==> src/rtl/lz77_decoder_stream.sv <==
// ---------------------------------------------------------------------------
// lz77_decoder_stream
//   Streaming LZ77 decoder. Each accepted code triple (pos, len, char) expands
//   to len characters copied out of a sliding search buffer, followed by the
//   literal char. The buffer shifts by one entry for every character handed to
//   the sink, so entry 0 is always the newest decoded character. Emitting the
//   terminator literal halts the decoder until reset.
//
// Ports
//   clk         in   1       rising-edge clock
//   reset       in   1       asynchronous, active-low reset
//   code_valid  in   1       code triple valid
//   code_ready  out  1       triple accepted this cycle when code_valid=1
//   code_pos    in   POS_W   copy source index (0 = newest char)
//   code_len    in   LEN_W   chars copied before the literal (0 = literal only)
//   chardata    in   DATA_W  literal appended after the copy
//   char_valid  out  1       char_nxt valid
//   char_ready  in   1       sink takes char_nxt this cycle
//   char_nxt    out  DATA_W  decoded character
//   finish      out  1       sticky: terminator emitted, decoder halted
//   busy        out  1       decoder is in COPY or LIT
//
// Handshakes: a beat moves on a channel exactly in a cycle where valid and
// ready are both high at the rising edge. A producer holding valid keeps its
// payload stable until the beat moves; valid never waits on ready. The only
// input-to-output path is char_ready -> code_ready, which lets the next triple
// be taken in the same cycle the current literal leaves (no bubble).
// ---------------------------------------------------------------------------
module lz77_decoder_stream #(
    parameter int                DATA_W       = 8,
    parameter int                SEARCH_DEPTH = 16,
    parameter int                POS_W        = $clog2(SEARCH_DEPTH),
    parameter int                LEN_W        = 4,
    parameter logic [DATA_W-1:0] TERM_CHAR    = 8'h24
) (
    input  logic              clk,
    input  logic              reset,
    input  logic              code_valid,
    output logic              code_ready,
    input  logic [POS_W-1:0]  code_pos,
    input  logic [LEN_W-1:0]  code_len,
    input  logic [DATA_W-1:0] chardata,
    output logic              char_valid,
    input  logic              char_ready,
    output logic [DATA_W-1:0] char_nxt,
    output logic              finish,
    output logic              busy
);

    typedef enum logic [1:0] {
        S_IDLE = 2'd0,
        S_COPY = 2'd1,
        S_LIT  = 2'd2,
        S_DONE = 2'd3
    } state_t;

    state_t              r_state;
    state_t              w_state_nxt;
    logic [DATA_W-1:0]   r_buf [SEARCH_DEPTH];
    logic [LEN_W-1:0]    r_cnt;
    logic [POS_W-1:0]    r_pos;
    logic [LEN_W-1:0]    r_len;
    logic [DATA_W-1:0]   r_char;
    logic                w_xfer;
    logic                w_accept;
    logic                w_copy_last;

    // Outputs derive from registers only, so a stalled character stays put.
    assign char_valid = (r_state == S_COPY) || (r_state == S_LIT);
    assign char_nxt   = (r_state == S_COPY) ? r_buf[r_pos] :
                        (r_state == S_LIT)  ? r_char       : '0;
    assign code_ready = (r_state == S_IDLE) ||
                        ((r_state == S_LIT) && char_ready && (r_char != TERM_CHAR));
    assign finish     = (r_state == S_DONE);
    assign busy       = char_valid;

    assign w_xfer      = char_valid && char_ready;
    assign w_accept    = code_valid && code_ready;
    // r_len is non-zero whenever COPY is entered, so len-1 never underflows.
    assign w_copy_last = (r_cnt == (r_len - LEN_W'(1)));

    always_comb begin
        w_state_nxt = r_state;
        case (r_state)
            S_IDLE: begin
                if (w_accept) w_state_nxt = (code_len != '0) ? S_COPY : S_LIT;
            end
            S_COPY: begin
                if (w_xfer && w_copy_last) w_state_nxt = S_LIT;
            end
            S_LIT: begin
                if (w_xfer) begin
                    if (r_char == TERM_CHAR) w_state_nxt = S_DONE;
                    else if (w_accept)       w_state_nxt = (code_len != '0) ? S_COPY : S_LIT;
                    else                     w_state_nxt = S_IDLE;
                end
            end
            S_DONE:  w_state_nxt = S_DONE;
            default: w_state_nxt = S_IDLE;
        endcase
    end

    always_ff @(posedge clk or negedge reset) begin
        if (!reset) begin
            r_state <= S_IDLE;
            r_cnt   <= '0;
            r_pos   <= '0;
            r_len   <= '0;
            r_char  <= '0;
            for (int i = 0; i < SEARCH_DEPTH; i++) r_buf[i] <= '0;
        end else begin
            r_state <= w_state_nxt;
            // Every emitted char (copied or literal) enters the history.
            if (w_xfer) begin
                for (int i = SEARCH_DEPTH - 1; i > 0; i--) r_buf[i] <= r_buf[i-1];
                r_buf[0] <= char_nxt;
            end
            if (w_accept) begin
                r_pos  <= code_pos;
                r_len  <= code_len;
                r_char <= chardata;
                r_cnt  <= '0;
            end else if (w_xfer && (r_state == S_COPY)) begin
                r_cnt <= r_cnt + LEN_W'(1);
            end
        end
    end

endmodule

==> config.mk <==
export PLATFORM = sky130hd
export DESIGN_NAME = lz77_decoder_stream
export DESIGN_NICKNAME = d
export VERILOG_FILES = /design/src/rtl/lz77_decoder_stream.sv
export SDC_FILE = /design/constraint.sdc
export NUM_CORES = 1
export LEC_CHECK = 0
export BUFFER_PORTS_ARGS = -buffer_cell sky130_fd_sc_hd__buf_2
export CAP_MARGIN = 20
export CELL_PAD_IN_SITES_DETAIL_PLACEMENT = 0
export CELL_PAD_IN_SITES_GLOBAL_PLACEMENT = 1
export CORE_ASPECT_RATIO = 0.75
export CORE_MARGIN = 2
export CORE_UTILIZATION = 44
export DETAILED_ROUTE_END_ITERATION = 16
export MAX_ROUTING_LAYER = met4
export PLACE_DENSITY = 0.77
export SYNTH_ARGS = -nofsm -noshare
export SYNTH_HDL_FRONTEND = slang
export SYNTH_SLANG_ARGS = --single-unit
==> constraint.sdc <==
create_clock -name clk -period 1.9 [get_ports clk]
set_input_delay 0.19 -clock clk [delete_from_list [all_inputs] [get_ports clk]]
set_output_delay 0.19 -clock clk [all_outputs]
set_load 0.02 [all_outputs]
==> out/metrics.cfg, run 1 <==
[clocking]
cts_made_buffers=17
cts_root_buf=clkbuf_16
cts_tree=done
cts.sinks=150
htree_levels=4
clk_pin_slew_ns=0.06
ctsLongestPathBuffers=2
clock_latency_ns=0.41

[setup_path]
r2r_cells=8
cp.depth=7
cpMostUsedCell=o21ai_2
crit_fanout=6
r2r-start=r_pos[0]
cp_top_family=multiplexers
crit_required_ns=1.71
startpoint_type=flip-flop
critPathSlowestCell=mux4_2
crit_arrival_ns=2.28
rrSetupSlack_ns=-0.31
critPathBufInv=3
max_stage_delay_ns=0.55
cp_cell_sequence=buf_4 > buf_12 > mux4_2 > a22o_1 > o21ai_2 > o21ai_2 > buf_2
crit_type=reg -> out
crit_path_end_kind=output pin
reg2reg_to=r_buf[122]

[synth]
synth.distinct_cells=33
avgSynthCellArea_sq_um=9.83
syn_area_sq_mm=0.00695
synth_edf_count=0
synthCells=707
synthArstFlopShare=1.00
synthFlopType=dfrtp_1
synth_nets=734
yosysSeqAreaShare=0.540
yosysWarnings=0
synth_seq_cells=150

[layout]
area_growth_pct=27.8
nFillCells=1257
fin_nets=799
n_antenna_cell=0
drive_gt1_frac=0.276

[status]
failed_checks=negative setup slack
status=complete, but fails checks

[route]
wire_per_inst_microns=16.9
drtIter0Drc=429
wl_mm=16.7
dr_total_vias=5166
final_antenna_net_count=0
vias_per_cell=5.22
first_pass_iters=5
drc=0

[placed_design]
pre_cts_ws_ns=-0.234
place.gp.congestion=0.773
port_buffers=31
hpwl_mm=9.99

[power_and_ir_drop]
cellPowerDensity_mw_per_mm2=1650
p_leak_uw=0.00456
peakVddDrop_mv=0.637

[sta]
tns_ns=-7.60
hold_viol=0
slew_violations=0
finalCritPeriodShare=1.30
relSlewSlack=0.397
fin_crit_ns=2.47
setup_ws_ns=-0.573
final-setup-viol-count=33
rsz0062_at_grt=true
max_freq_mhz=404
worstMarginPinSlew_ns=0.902
finClkSkew_ns=0.00940

[die]
io_pins=32
core_area_sq_mm=0.0153
die_h_microns=113
initial_utilization=0.454
die_w_microns=149
num_rows=39
fp.dieArea_sq_mm=0.0168

[run]
cap_violations=0

[global_routing]
grt_pass1_vias=4887
grtUsageTotal=0.205
antenna_found_initial=0
grt_max_degree=84
grt_pass1_wl_mm=26.0
grt_overflow=0

[min_path]
holdCritPathClass=in -> reg
hold_start=chardata[5]
whs_path_depth=2
holdPathEnd=r_char[5]

[flip-flops by register name (all words and copies together) (netlist names)]
register / count
r_buf: 128
r_char: 8
r_cnt: 4
r_len: 4
r_pos: 4
r_state: 2
[synth_stat cells (2+ instances only)]
master | count | share of area
buf_1 | 6 | 0.0032
buf_4 | 2 | 0.0022
nor2b_1 | 2 | 0.0018
clkbuf_1 | 31 | 0.017
mux4_2 | 32 | 0.10
xnor2_1 | 5 | 0.0063
nand3_1 | 4 | 0.0029
inv_1 | 6 | 0.0032
ha_1 | 7 | 0.013
o21ai_1 | 4 | 0.0029
nor2_1 | 8 | 0.0043
a22o_1 | 10 | 0.013
o31ai_1 | 2 | 0.0022
mux2_2 | 8 | 0.013
a22oi_1 | 12 | 0.013
buf_6 | 4 | 0.0065
nand2_1 | 373 | 0.20
a21oi_1 | 3 | 0.0022
and2_1 | 2 | 0.0018
a2111oi_0 | 2 | 0.0025
xor2_1 | 4 | 0.0050
mux2_1 | 18 | 0.029
nor3_1 | 2 | 0.0014
dfrtp_1 | 150 | 0.54
nor4_1 | 2 | 0.0018
[area by class of cell]
| cell class | count | area (sq um) | share of cell area |
|---|---|---|---|
| Sequential cell | 150 | 3760 | 0.423 |
| Multi-Input combinational cell | 506 | 3330 | 0.375 |
| Timing Repair Buffer | 89 | 887 | 0.0999 |
| Clock buffer | 19 | 443 | 0.0499 |
| Tap cell | 205 | 256 | 0.0289 |
| Clock inverter | 12 | 178 | 0.0200 |
| Inverter | 8 | 32.5 | 0.00366 |
[through the flow]
stage / cell area [sq um] / util / total power [uW] / std cells / hold WS [ns]
after floorplan: 7060 / - / 8270 / 707 / -0.106
after global placement: 7650 / 0.499 / 9720 / 936 / 0.189
after detailed placement: 7650 / 0.499 / 9870 / 936 / 0.187
after CTS: 8470 / 0.553 / 13700 / 977 / 0.00318
after global routing: 8880 / 0.580 / 15500 / 989 / 0.0138
final: 8880 / 0.580 / 14700 / 989 / 0.0178
[metal layers]
| metal | up-vias | share of wire | wire, microns | GRT usage |
|---|---|---|---|---|
| met1 | 2596 | 0.49 | 8240 | 0.304 |
| met2 | 113 | 0.45 | 7530 | 0.293 |
| li1 | 2440 | - | - | - |
| met5 | - | 0 | 0 | - |
| met4 | 0 | 0.010 | 169 | 0.0603 |
| met3 | 17 | 0.044 | 739 | 0.0347 |
[layout by cell type, fill, tap and decap left out, drive strengths merged, types with 3 or more instances in the layout]
master	instances
nand2	373
dfrtp	150
buf	79
mux4	32
mux2	26
clkbuf	23
a22oi	12
a22o	10
nor2	9
inv	8
ha	7
dlygate4sd3	6
xnor2	5
o21ai	4
xor2	4
clkinvlp	4
bufinv	4
nand3	4
clkinv	4
a21oi	3
[repair_timing]
item	in CTS	in global routing
buffers inserted	4	13
endpoints found under the setup margin	31	70
gates resized for setup	27	56
hold endpoints to repair	58	0
cloned	0	4
pin swaps	2	11
hold buffers	6	0
[where the power goes]
| group | internal (uW) | leakage [uW] | total [uW] | switching, uW |
|---|---|---|---|---|
| combinational | 2900 | 0.00222 | 6000 | 3100 |
| clock | 2230 | 0.000291 | 3540 | 1310 |
| sequential | 4260 | 0.00205 | 5120 | 863 |
[worst max path at each step]
| stage | startpoint | to |
|---|---|---|
| 3_3_place_gp | r_pos[0] | r_buf[121] |
| 6_report | r_pos[0] | char_nxt[1] |
| 4_1_cts | r_pos[0] | char_nxt[1] |
| 2_1_floorplan | r_pos[0] | r_buf[124] |
| 3_5_place_dp | r_pos[0] | r_buf[127] |
| 5_1_grt | r_pos[0] | char_nxt[5] |
[cell families (layout without fill, tap and decap cells)]
kind of cell             after synthesis  count (layout)  synth area share
AO/OA/AOI/OAI                         35              35            0.0376
XOR/XNOR                               9               9            0.0113
adder cells (fa/ha/maj)                7               7            0.0126
buffers and inverters                 51             128            0.0329
flip-flops                           150             150             0.540
multiplexers                          58              58             0.146
AND/OR/NAND/NOR                      397             397             0.220
No activity file was read; power rests on OpenSTA's default activity.
==> run 2: changes to the inputs <==
BUFFER_PORTS_ARGS = -buffer_cell sky130_fd_sc_hd__buf_4   (was -buffer_cell sky130_fd_sc_hd__buf_2)
CAP_MARGIN = 10   (was 20)
==> run 2 against run 1 <==
  * The flow still finishes with violations (negative setup slack)
  * Setup slack gained 0.029 ns
  * Global-route usage grew 0.75 points
  * Register-to-register slack lost 0.05 ns
  * Clock-buffer cell count is the same
  * Critical endpoint is now char_nxt[5]
==> out/metrics.cfg, run 2 (synthesis gave the netlist of run 1 again) <==
[setup_path]
r2r_cells=9  ; was 8
reg2reg_to=r_buf[123]  ; was r_buf[122]
cpMostUsedCell=buf_6  ; was o21ai_2
startpoint_type=flip-flop  ; unchanged
cp_cell_sequence=buf_6 > buf_12 > mux4_2 > a22oi_2 > nand2_1 > a22o_4 > buf_6  ; was buf_4 > buf_12 > mux4_2 > a22o_1 > o21ai_2 > o21ai_2 > buf_2
crit_type=reg -> out  ; unchanged
crit_arrival_ns=2.25  ; was 2.28 ns
r2r-start=r_pos[0]  ; unchanged
rrSetupSlack_ns=-0.36  ; was -0.31 ns
cp_top_family=multiplexers  ; unchanged
crit_path_end_kind=output pin  ; unchanged
crit_required_ns=1.71  ; about the same
critPathSlowestCell=mux4_2  ; unchanged
max_stage_delay_ns=0.51  ; was 0.55 ns
worstSetupStartpoint=r_pos[0]  ; unchanged
crit_fanout=7  ; was 6
critPathBufInv=3  ; unchanged

[global_routing]
grt_pass1_wl_mm=27.2  ; was 26.0 mm
grtUsageTotal=0.213  ; was 0.205
grt_max_degree=59  ; was 84
grt_overflow=0  ; unchanged
antenna_found_initial=0  ; unchanged
grt_pass1_vias=5110  ; was 4887

[layout]
fin_nets=806  ; was 799
largest_register_ffs=128  ; unchanged
area_growth_pct=28.4  ; was 27.8%
final-seq-area_sq_mm=0.00375  ; was 0.00376 sq mm
nFillCells=1252  ; was 1257
n_antenna_cell=0  ; unchanged
final_common_cell=nand2_1  ; unchanged
mostFrequentLayoutCells=nand2_1 (372), dfrtp_1 (149), buf_4 (54), mux4_2 (32), mux2_4 (24)  ; was nand2_1 (372), dfrtp_1 (148), buf_4 (33), mux4_2 (32), buf_2 (22)
top_register=r_buf  ; unchanged
fin_area_sq_mm=0.00893  ; was 0.00888 sq mm
drive_gt1_frac=0.287  ; was 0.276
multiInputGateArea_sq_mm=0.00332  ; was 0.00333 sq mm
top_regs=r_buf: 128 flops, r_char: 8 flops  ; unchanged

[power_and_ir_drop]
net-switching-power_uw=5310  ; was 5280 uW
power_frac_seq=0.355  ; was 0.349
p_clk_frac=0.234  ; was 0.241
combPwrFrac=0.411  ; was 0.409
peakVddDrop_mv=0.677  ; was 0.637 mV
p_leak_uw=0.00459  ; was 0.00456 uW
p_int_uw=9140  ; was 9390 uW
swShare=0.368  ; was 0.360
cellPowerDensity_mw_per_mm2=1620  ; was 1650 mW/mm^2

[die]
die_h_microns=113  ; unchanged
die_w_microns=149  ; unchanged
num_rows=39  ; unchanged
io_pins=32  ; unchanged
fp.dieArea_sq_mm=0.0168  ; unchanged
core_area_sq_mm=0.0153  ; unchanged
initial_utilization=0.454  ; unchanged

[min_path]
whs_path_depth=2  ; unchanged
holdCritPathClass=in -> reg  ; unchanged
holdPathEnd=r_char[5]  ; unchanged
hold_start=chardata[5]  ; unchanged

[sta]
rsz0062_at_grt=true  ; unchanged
slew_violations=0  ; unchanged
hold_viol=0  ; unchanged
final-setup-viol-count=30  ; was 33
relSlewSlack=0.529  ; was 0.397
setup_ws_ns=-0.544  ; was -0.573 ns
finalCritPeriodShare=1.29  ; was 1.30
finClkSkew_ns=0.0115  ; was 0.00940 ns
fin_crit_ns=2.44  ; was 2.47 ns
max_freq_mhz=409  ; was 404 MHz
worstMarginPinSlew_ns=0.703  ; was 0.902 ns
whs_ns=0.0177  ; was 0.0178 ns

[placed_design]
place.gp.congestion=0.792  ; was 0.773
hpwl_mm=10.4  ; was 9.99 mm
dpl-instance-area_sq_mm=0.00773  ; was 0.00765 sq mm
port_buffers=31  ; unchanged

[run]
cap_violations=0  ; unchanged

[status]
status=complete, but fails checks  ; unchanged
failed_checks=negative setup slack  ; unchanged

[clocking]
cts_root_buf=clkbuf_16  ; unchanged
ctsLongestPathBuffers=2  ; unchanged
cts.sinks=150  ; unchanged
cts_made_buffers=17  ; unchanged
cts_tree=done  ; unchanged
clock_latency_ns=0.42  ; was 0.41 ns
htree_levels=4  ; unchanged
clk_pin_slew_ns=0.06  ; about the same

[route]
dr_total_vias=5172  ; was 5166
first_pass_iters=6  ; was 5
final_antenna_net_count=0  ; unchanged
drtIter0Drc=440  ; was 429
drc=0  ; unchanged
vias_per_cell=5.19  ; was 5.22
wire_per_inst_microns=16.5  ; was 16.9 microns
wl_mm=16.5  ; was 16.7 mm

[run 2: changes by cell type in the layout (fill, tap and decap cells not counted), moves of 4 or more]
cell	change
buf_2	-22
buf_4	+21
buf_6	+10
clkbuf_16	-4
nor2_1	-4
nor2_2	+5
[run 2: power groups by stage]
stage	Clock (uW)	Combinational [uW]	Sequential, uW
final	3380	5940	5130
after floorplan	0	3400	4870
after detailed placement	0	4820	5150
after global routing	3590	6440	5260
after CTS	3450	5720	5090
after global placement	0	4700	5090
[run 2: worst max path at each step]
stage                        endpoint  slack, ns  depth (start not counted)
after floorplan            r_buf[124]      -0.07                          7
after global routing      char_nxt[5]      -0.62                          7
final                     char_nxt[5]      -0.54                          7
after CTS                 char_nxt[7]      -0.56                          8
after global placement     r_buf[125]      -0.19                          6
after detailed placement   r_buf[124]      -0.18                          6
[run 2: area by class of cell]
| cell class | instances | share of cell area |
|---|---|---|
| Sequential cell | 150 | 0.421 |
| Inverter | 8 | 0.00336 |
| Multi-Input combinational cell | 506 | 0.372 |
| Timing Repair Buffer | 96 | 0.109 |
| Clock buffer | 19 | 0.0496 |
| Clock inverter | 13 | 0.0164 |
| Tap cell | 205 | 0.0287 |
[run 2: routing by layer]
layer / GRT usage / vias up / wire length, microns
li1: - / 2452 / -
met1: 0.309 / 2592 / 8140
met2: 0.310 / 118 / 7510
met3: 0.0504 / 10 / 725
met4: 0.0413 / 0 / 113
met5: - / - / 0
[run 2: stage by stage]
stage	instances	setup TNS [ns]	power, uW	worst slack (ns)	utilization
final	997	-6.96	14400	-0.544	0.583
after global routing	997	-8.88	15300	-0.622	0.583
after CTS	988	-7.30	14300	-0.563	0.570
after detailed placement	936	-2.46	9970	-0.178	0.504
after global placement	936	-1.79	9780	-0.188	0.504
after floorplan	707	-0.519	8270	-0.0715	-
[run 2: timing repair]
item                                   4_1_cts  5_1_grt
setup endpoints to repair                   35       67
endpoints found under the hold margin      108        3
setup buffers                               14       10
resized for setup                           50       37
hold buffers                                 4        3
pin swaps                                   19       12
cloned                                       2        0
